File: src/rtl/lane_valid_tracker_if.sv
`default_nettype none
// ============================================================================
//  Module   : lane_valid_tracker_if
//  Brief    : Beat/mask bus between the lane write-back path (master) and
//             the lane valid tracker (slave).
//  Revision : 1.0  initial release
// ============================================================================
interface lane_valid_tracker_if #(
   parameter int MAX_VL_PER_LANE = 256,
   parameter int VLANE_NUM       = 8
);
   localparam int VL_W   = $clog2(VLANE_NUM * MAX_VL_PER_LANE);
   localparam int ELEM_W = VL_W + 1;
   localparam int BEAT_W = $clog2(MAX_VL_PER_LANE) + 1;

   logic [VL_W-1:0]      vl_i;
   logic                 start_i;
   logic                 beat_i;
   logic [VLANE_NUM-1:0] valid_i;
   logic                 ready_o;
   logic                 busy_o;
   logic                 done_o;
   logic [ELEM_W-1:0]    elem_cnt_o;
   logic [BEAT_W-1:0]    beat_cnt_o;
   logic                 err_o;
   logic [1:0]           err_code_o;

   modport master (
      output vl_i, start_i, beat_i, valid_i,
      input  ready_o, busy_o, done_o, elem_cnt_o, beat_cnt_o, err_o, err_code_o
   );

   modport slave (
      input  vl_i, start_i, beat_i, valid_i,
      output ready_o, busy_o, done_o, elem_cnt_o, beat_cnt_o, err_o, err_code_o
   );
endinterface
`default_nettype wire

File: src/rtl/lane_valid_tracker.sv
`default_nettype none
// ============================================================================
//  Module   : lane_valid_tracker
//  Brief    : Counts per-lane valid-mask beats against a loaded vector length,
//             pulses done when the vector has fully arrived and, optionally,
//             checks each beat against the mask the generator must produce.
//  Option   : LANE_VALID_TRACKER_MASK_CHECK_EN enables the expected-mask
//             check, the ERR state and err_o / err_code_o.
//  Revision : 1.0  initial release
// ============================================================================
module lane_valid_tracker #(
   parameter int MAX_VL_PER_LANE = 256,
   parameter int VLANE_NUM       = 8
) (
   input  wire logic           clk_i,
   input  wire logic           rst_i,
   lane_valid_tracker_if.slave bus
);
   localparam int VL_W     = $clog2(VLANE_NUM * MAX_VL_PER_LANE);
   localparam int ELEM_W   = VL_W + 1;
   localparam int BEAT_W   = $clog2(MAX_VL_PER_LANE) + 1;
   localparam int LANE_LOG = $clog2(VLANE_NUM);
   localparam int POP_W    = LANE_LOG + 1;

   localparam logic [1:0] S_IDLE = 2'd0;
   localparam logic [1:0] S_RUN  = 2'd1;
   localparam logic [1:0] S_DONE = 2'd2;
   localparam logic [1:0] S_ERR  = 2'd3;

   function automatic logic [POP_W-1:0] popcount(input logic [VLANE_NUM-1:0] m);
      logic [POP_W-1:0] c;
      c = '0;
      for (int i = 0; i < VLANE_NUM; i++) begin
         c = c + POP_W'(m[i]);
      end
      return c;
   endfunction

   logic [1:0]        r_state;
   logic [1:0]        w_state_next;
   logic [ELEM_W-1:0] r_elem_cnt;
   logic [BEAT_W-1:0] r_beat_cnt;
   logic              w_accept;
   logic [POP_W-1:0]  w_pop;
   logic [ELEM_W-1:0] w_elem_next;
   logic              w_beat_ends;
   logic              w_beat_bad;

   // A beat is taken only in RUN and never in the same cycle as a restart.
   assign w_accept    = (r_state == S_RUN) && bus.beat_i && !bus.start_i;
   assign w_pop       = popcount(bus.valid_i);
   assign w_elem_next = r_elem_cnt + ELEM_W'(w_pop);

`ifdef LANE_VALID_TRACKER_MASK_CHECK_EN
   localparam int DIV_W = VL_W - LANE_LOG;

   logic [DIV_W-1:0]     r_div;
   logic [LANE_LOG-1:0]  r_mod;
   logic [VLANE_NUM-1:0] r_last_mask;
   logic [VLANE_NUM-1:0] w_load_last_mask;
   logic [BEAT_W-1:0]    w_final_idx;
   logic [VLANE_NUM-1:0] w_exp_mask;
   logic                 w_is_prefix;
   logic                 w_is_hole;
   logic [1:0]           w_err_code;
   logic                 r_err;
   logic [1:0]           r_err_code;

   // Partial mask of the tail beat: the low (vl mod lanes) bits set.
   always_comb begin
      w_load_last_mask = '0;
      for (int i = 0; i < VLANE_NUM; i++) begin
         w_load_last_mask[i] = (LANE_LOG'(i) < bus.vl_i[LANE_LOG-1:0]);
      end
   end

   // Expected mask of the current beat and classification of a mismatch.
   always_comb begin
      w_final_idx = (r_mod == '0) ? (BEAT_W'(r_div) - BEAT_W'(1)) : BEAT_W'(r_div);
      w_exp_mask  = (r_beat_cnt < BEAT_W'(r_div)) ? '1 : r_last_mask;
      w_is_prefix = (((bus.valid_i + VLANE_NUM'(1)) & bus.valid_i) == '0);
      w_is_hole   = !w_is_prefix || (bus.valid_i == '0);
      if (w_is_hole) begin
         w_err_code = 2'b01;
      end else if (w_pop > popcount(w_exp_mask)) begin
         w_err_code = 2'b10;
      end else begin
         w_err_code = 2'b11;
      end
      w_beat_bad  = (bus.valid_i != w_exp_mask);
      w_beat_ends = (r_beat_cnt == w_final_idx);
   end

   // Vector geometry captured at start for the per-beat expectation.
   always_ff @(posedge clk_i) begin
      if (rst_i) begin
         r_div       <= '0;
         r_mod       <= '0;
         r_last_mask <= '0;
      end else if (bus.start_i) begin
         r_div       <= bus.vl_i[VL_W-1:LANE_LOG];
         r_mod       <= bus.vl_i[LANE_LOG-1:0];
         r_last_mask <= w_load_last_mask;
      end
   end

   // Sticky error flag and class; cleared only by start or reset.
   always_ff @(posedge clk_i) begin
      if (rst_i) begin
         r_err      <= 1'b0;
         r_err_code <= 2'b00;
      end else if (bus.start_i) begin
         r_err      <= 1'b0;
         r_err_code <= 2'b00;
      end else if (w_accept && w_beat_bad) begin
         r_err      <= 1'b1;
         r_err_code <= w_err_code;
      end
   end

   assign bus.err_o      = r_err;
   assign bus.err_code_o = r_err_code;
`else
   logic [VL_W-1:0] r_vl;

   // Without the check, completion is by element count; the beat bound
   // keeps a short-masked stream from running past the per-lane depth.
   always_comb begin
      w_beat_bad  = 1'b0;
      w_beat_ends = (w_elem_next >= ELEM_W'(r_vl)) ||
                    (r_beat_cnt == BEAT_W'(MAX_VL_PER_LANE - 1));
   end

   // Vector length captured at start for the element-count completion.
   always_ff @(posedge clk_i) begin
      if (rst_i) begin
         r_vl <= '0;
      end else if (bus.start_i) begin
         r_vl <= bus.vl_i;
      end
   end

   assign bus.err_o      = 1'b0;
   assign bus.err_code_o = 2'b00;
`endif

   // Next-state selection; start wins over any beat in every state.
   always_comb begin
      w_state_next = r_state;
      if (bus.start_i) begin
         w_state_next = (bus.vl_i == '0) ? S_DONE : S_RUN;
      end else begin
         case (r_state)
            S_RUN: begin
               if (w_accept) begin
                  if (w_beat_bad) begin
                     w_state_next = S_ERR;
                  end else if (w_beat_ends) begin
                     w_state_next = S_DONE;
                  end
               end
            end
            S_DONE:  w_state_next = S_IDLE;
            S_ERR:   w_state_next = S_ERR;
            default: w_state_next = S_IDLE;
         endcase
      end
   end

   // State register.
   always_ff @(posedge clk_i) begin
      if (rst_i) begin
         r_state <= S_IDLE;
      end else begin
         r_state <= w_state_next;
      end
   end

   // Element and beat counters; mismatching beats are still counted.
   always_ff @(posedge clk_i) begin
      if (rst_i) begin
         r_elem_cnt <= '0;
         r_beat_cnt <= '0;
      end else if (bus.start_i) begin
         r_elem_cnt <= '0;
         r_beat_cnt <= '0;
      end else if (w_accept) begin
         r_elem_cnt <= w_elem_next;
         r_beat_cnt <= r_beat_cnt + BEAT_W'(1);
      end
   end

   assign bus.ready_o    = (r_state == S_RUN);
   assign bus.busy_o     = (r_state == S_RUN);
   assign bus.done_o     = (r_state == S_DONE);
   assign bus.elem_cnt_o = r_elem_cnt;
   assign bus.beat_cnt_o = r_beat_cnt;
endmodule
`default_nettype wire
File: src/flat_wrapper.sv
// flat-port wrapper written by rule: the top's interface ports become plain ports
module lane_valid_tracker_flat 
#(
   parameter int MAX_VL_PER_LANE = 256,
   parameter int VLANE_NUM       = 8
)
  (clk_i, rst_i, bus_vl_i, bus_start_i, bus_beat_i, bus_valid_i, bus_ready_o, bus_busy_o, bus_done_o, bus_elem_cnt_o, bus_beat_cnt_o, bus_err_o, bus_err_code_o);
  lane_valid_tracker_if #(.MAX_VL_PER_LANE(MAX_VL_PER_LANE), .VLANE_NUM(VLANE_NUM)) bus_i ();
  input  wire logic clk_i;
  input  wire logic rst_i;
  input wire logic [$bits(bus_i.vl_i)-1:0] bus_vl_i;
  input wire logic [$bits(bus_i.start_i)-1:0] bus_start_i;
  input wire logic [$bits(bus_i.beat_i)-1:0] bus_beat_i;
  input wire logic [$bits(bus_i.valid_i)-1:0] bus_valid_i;
  output wire logic [$bits(bus_i.ready_o)-1:0] bus_ready_o;
  output wire logic [$bits(bus_i.busy_o)-1:0] bus_busy_o;
  output wire logic [$bits(bus_i.done_o)-1:0] bus_done_o;
  output wire logic [$bits(bus_i.elem_cnt_o)-1:0] bus_elem_cnt_o;
  output wire logic [$bits(bus_i.beat_cnt_o)-1:0] bus_beat_cnt_o;
  output wire logic [$bits(bus_i.err_o)-1:0] bus_err_o;
  output wire logic [$bits(bus_i.err_code_o)-1:0] bus_err_code_o;
  assign bus_i.vl_i = bus_vl_i;
  assign bus_i.start_i = bus_start_i;
  assign bus_i.beat_i = bus_beat_i;
  assign bus_i.valid_i = bus_valid_i;
  assign bus_ready_o = bus_i.ready_o;
  assign bus_busy_o = bus_i.busy_o;
  assign bus_done_o = bus_i.done_o;
  assign bus_elem_cnt_o = bus_i.elem_cnt_o;
  assign bus_beat_cnt_o = bus_i.beat_cnt_o;
  assign bus_err_o = bus_i.err_o;
  assign bus_err_code_o = bus_i.err_code_o;
  lane_valid_tracker #(.MAX_VL_PER_LANE(MAX_VL_PER_LANE), .VLANE_NUM(VLANE_NUM)) u_core (.clk_i(clk_i), .rst_i(rst_i), .bus(bus_i));
endmodule
File: config.mk
export PLATFORM = sky130hd
export DESIGN_NAME = lane_valid_tracker_flat
export DESIGN_NICKNAME = d
export VERILOG_FILES = /design/src/rtl/lane_valid_tracker_if.sv /design/src/rtl/lane_valid_tracker.sv /design/src/flat_wrapper.sv
export SDC_FILE = /design/constraint.sdc
export NUM_CORES = 1
export LEC_CHECK = 0
export BUFFER_PORTS_ARGS = -buffer_cell sky130_fd_sc_hd__buf_2
export CAP_MARGIN = 20
export CELL_PAD_IN_SITES_DETAIL_PLACEMENT = 0
export CELL_PAD_IN_SITES_GLOBAL_PLACEMENT = 2
export CORE_AREA = 3 3 97 81
export DETAILED_ROUTE_END_ITERATION = 8
export DIE_AREA = 0 0 100 84
export HOLD_SLACK_MARGIN = 0.12
export PLACE_DENSITY_LB_ADDON = 0.1
export SYNTH_ARGS = -nofsm -noshare
export SYNTH_HDL_FRONTEND = slang
export SYNTH_SLANG_ARGS = --single-unit
File: constraint.sdc
create_clock -name clk_i -period 5.3 [get_ports clk_i]
set_input_delay 0.53 -clock clk_i [delete_from_list [all_inputs] [get_ports clk_i]]
set_output_delay 0.53 -clock clk_i [all_outputs]
set_load 0.01 [all_outputs]
# After elaboration in Yosys (flattened, before gate mapping)

Index checks and enable logic that the tools add are counted.
Widths: inputs -> output; s select.

Register bits after elaboration: 34

Add/sub/neg operators: 9
$lt $le $gt $ge: 1
Equality and inequality tests: 6
Multiplexer cells: 5
Reduce and logical (&&, ||, !) cells: 7

Operators by type and width:

| operator            | count |
|---|---|
| $add 4x1->4         | 6 |
| $add 12x4->12       | 1 |
| $ge 12x11->1        | 1 |
| $logic_not 11->1    | 1 |
| $add 9x1->9 const B | 1 |
| $eq 9x8->1 const B  | 1 |
| $mux 2              | 4 |
| $ne 3x2->1 const B  | 2 |
| $eq 2x2->1 const B  | 2 |
| $pmux 2 s2          | 1 |
| $add 1x1->2         | 1 |
| $eq 2x1->1 const B  | 1 |
| $logic_and 1x1->1   | 2 |
| $reduce_and 2->1    | 1 |
| $reduce_or 2->1     | 1 |
| $logic_not 1->1     | 1 |
| $logic_or 1x1->1    | 1 |

# Logic depth before layout (Yosys ltp)

Word-level depth: 14
Gate-level depth with buffers: 20
Mapped depth without buffers: 20

# Worst setup path before layout

No wires, ideal clock.

Path type: input to register
Start: in bus_valid_i[0]
End: reg u_core.r_state[1]
Data arrival time: 4812 ps
Required time: 5185 ps
Path slack: 373 ps
Stages: 19
Path buffers: 0
Cells stage by stage: ha_1 > inv_1 > fa_1 > fa_1 > fa_1 > fa_1 > xnor2_1 > ha_1 > nor2b_1 > o21ai_1 > and2_1 > nor2_1 > xor2_1 > ha_1 > a41oi_1 > nor2b_1 > o41ai_1 > nand4_1 > and2_1

Longest elaborated chain between the ends: 12

RTL lines:

| what                              | line                      | RTL |
|---|---|---|
| start, declared                   | flat_wrapper.sv:14        | `input wire logic [$bits(bus_i.valid_i)-1:0] bus_valid_i;` |
| $add 1x1->2                       | lane_valid_tracker.sv:34  | `c = c + POP_W'(m[i]);` |
| $add 4x1->4 (6 in series)         | lane_valid_tracker.sv:34  |  |
| $add 12x4->12                     | lane_valid_tracker.sv:52  | `assign w_elem_next = r_elem_cnt + ELEM_W'(w_pop);` |
| net u_core.w_elem_next[6]         | lane_valid_tracker.sv:45  | `logic [ELEM_W-1:0] w_elem_next;` |
| $ge 12x11->1                      | lane_valid_tracker.sv:130 | `w_beat_ends = (w_elem_next >= ELEM_W'(r_vl)) \|\|` |
| $logic_or 1x1->1                  | lane_valid_tracker.sv:130 |  |
| $ne 3x2->1 (no source line)       | n/a                       |  |
| $reduce_and 2->1 (no source line) | n/a                       |  |
| end signal, assigned              | lane_valid_tracker.sv:175 | `r_state <= w_state_next;` |
| end, declared                     | lane_valid_tracker.sv:39  | `logic [1:0] r_state;` |

The timed path passes the listed nets, and every way through them passes these cells.
A chain may end at the register's enable or synchronous reset.

# Worst setup path in the final report

Same ends and word-level chain as after synthesis.

==> reports/metrics.yaml <==
die_h_um: 84
core_area_um2: 6860
crit_start: "bus_valid_i[0]"
drt-total-wl_um: 5020
synth_top_area_share: 0.309
cts.reportedPaths.clkPinSlew_ns: 0.07
dr_total_vias: 1799
maxSlewViolCount: 0
synth-main-ff-cell: "dfxtp_1"
tns_ns: 0
post_drt_wl_per_cell_um: 12.8
syn-cell-area_um2: 2210
ys_seq_area_frac: 0.309
io_pins: 50
wl_met3_um: 279
r2r_start: "u_core.bus.elem_cnt_o[0]$_SDFFE_PP0P_"
wl_met1_um: 2610
grt_start_max_net_pins: 22
rows: 27
avgSynthCellArea_um2: 8.55
synthTopCellsByArea: "dfxtp_1, ha_1, nor2_1"
fmax_mhz: 206
antennaDiodeCount: 0
finalPower_uw: 597
ys_seq_elements: 34
cap_violations: 0
postCtsResizedCells: 0
status: "finished clean"
hold_viol: 0
grt_pass1_wl_um: 8490
clock-sinks: 34
critPathLaunchType: "input port"
route.detailed.drc: 0
path_cells: "buf_2 > ha_1 > inv_1 > fa_1 > fa_1 > fa_1 > fa_1 > fa_1 > nor2b_1 > o21ai_1 > and2_1 > nor2_1 > xor2_1 > ha_1 > a41oi_1 > nor2b_1 > o41ai_1 > nand4_1 > and2_1"
first_global_vias: 1815
cellLeakagePower_uw: 0.00118
fin_crit_sh: 0.916
clk_path_buf_depth: 2
dr_wl_met2_um: 2080
ys_warn_count: 0
htreeDepth: 2
fp.dieW_um: 100
arrival_ns: 5.03
cts_tree: "built"
dpl.hpwl_um: 4040
cp-end-kind: "register"
start_util: 0.322
worstPathRequired_ns: 5.48
min_path_type: "register to register"
min_period_ns: 4.85
antenna_found_initial: 0
ys_types: 43
drive_above_1_share: 0.201
netlist_instances: 258
slowest_delay_ns: 0.49
rsz0062_at_grt: "false"
grt_overflow_total: 0
cp_common_cell: "fa_1"
clock_latency_ns: 0.28
layout.nets: 352
cellPowerDensity_nw_per_um2: 231
syn2layout_area_growth_pct: 17.2
cp_slowest_cell: "fa_1"
synth_top_area_cell: "dfxtp_1"
ir_drop_uv: 94.6
ant_nets: 0
gp_congestion: 0.734
numPortBuffers: 46
hold_buffers: 0
highest_layer: "met4"
finClkSkew_ns: 0.00442
async_flop_share: 0
critPathMaxFanout: 4
post_cts_buffers: 0
setup_viol: 0
cts_buffers: 5
criticalPathCategory: "input port to register"
cts_root_buf: "clkbuf_8"
synth_edf_count: 0
min-delay-start: "u_core.bus.elem_cnt_o[0]$_SDFFE_PP0P_"
dieArea_um2: 8400
viasPerCell: 4.60
drt-initial-drc-count: 29
first_pass_iters: 4
grt.total_usage: 0.125
==> flip-flops by register name, indices dropped and copies added, names as in the netlist <==
register	count
u_core.bus.beat_cnt_o	9
u_core.bus.elem_cnt_o	12
u_core.r_state	2
u_core.r_vl	11
==> per-stage QoR <==
| stage | cell area, um2 | setup slack [ns] | utilization | cells | hold slack [ns] |
|---|---|---|---|---|---|
| after floorplan | 2210 | 0.373 | - | 260 | 0.460 |
| after global placement | 2490 | 0.167 | 0.364 | 383 | 0.470 |
| after detailed placement | 2490 | 0.109 | 0.364 | 383 | 0.478 |
| after CTS | 2590 | 0.412 | 0.377 | 391 | 0.486 |
| after global routing | 2590 | 0.163 | 0.377 | 391 | 0.512 |
| final | 2590 | 0.447 | 0.377 | 391 | 0.480 |
==> synthesized netlist by cell type (4+ instances only) <==
master / instances
a211oi_1: 5
mux2i_1: 11
buf_4: 4
buf_2: 4
dfxtp_1: 34
fa_1: 5
or3_1: 4
nor2_1: 32
a21oi_1: 13
xor2_1: 10
nor3_1: 4
nand4_1: 6
ha_1: 21
o21ai_0: 5
inv_1: 29
xnor2_1: 12
nand2_1: 19
==> cells in the final DEF (no fill, tap or decap), types with 3 or more instances in the layout <==
master / netlist / layout
a21oi_1: 13 / 13
nand2_1: 19 / 19
nor4_1: 3 / 3
and3_1: 3 / 3
mux2i_1: 11 / 11
o21a_1: 3 / 3
nand4_1: 6 / 6
fa_1: 5 / 5
conb_1: 1 / 3
or3_1: 4 / 4
nand3_1: 3 / 3
xor2_1: 10 / 10
xnor2_1: 12 / 12
clkbuf_8: 0 / 6
buf_2: 4 / 46
a211oi_1: 5 / 5
nor2_1: 32 / 32
nor2b_1: 3 / 3
ha_1: 21 / 21
dfxtp_1: 34 / 34
o21ai_0: 5 / 5
inv_1: 29 / 29
nor3_1: 4 / 4
==> layout make-up <==
type	count	area (um2)
inverters	29	109
well taps	87	109
fillers	736	4270
clock buffers	7	86.3
repair buffers	48	245
flip-flops and latches	34	681
multi-input cells	185	1350
clock inverters	1	5.00
==> path summary, 6_finish.rpt <==
path / depth (start not counted) / slack [ns] / to
max: 19 / 0.45 / u_core.r_state[1]$_SDFFE_PP0P_
min: 2 / 0.48 / u_core.bus.elem_cnt_o[0]$_SDFFE_PP0P_
max reg2reg: 14 / 2.38 / u_core.r_state[1]$_SDFFE_PP0P_
min reg2reg: 2 / 0.48 / u_core.bus.elem_cnt_o[0]$_SDFFE_PP0P_
==> worst max-delay path: cells and delay by family <==
family	cells	cell delay, ns
adder cells (fa/ha/maj)	7	2.80
AND/OR/NAND/NOR	6	0.86
XOR/XNOR	1	0.16
AO/OA/AOI/OAI	3	0.54
buffers and inverters	2	0.14
==> power by group <==
part	switching [uW]	internal, uW	leakage (uW)	total, uW
logic	71.5	59.9	0.000859	131
registers	5.33	263	0.000277	268
clock network	92.9	105	0.0000482	198
==> kinds of logic (layout without fill, tap and decap cells) <==
logic type	Yosys count	after routing	synth area share
AOI/OAI and AO/OA	37	37	0.111
and+or+nand+nor	86	86	0.195
adders and majority gates	26	26	0.164
muxes	11	11	0.0499
other	1	3	0.00170
DFF	34	34	0.309
buffers and inverters	41	85	0.0822
xor gates and xnor gates	22	22	0.0873
==> layer usage <==
layer,vias up,global-route usage
met3,6,0.0359
met1,807,0.177
met5,-,0
met4,0,0.0330
met2,36,0.185
li1,950,-
Note: power is estimated with default switching activity, not from simulation.
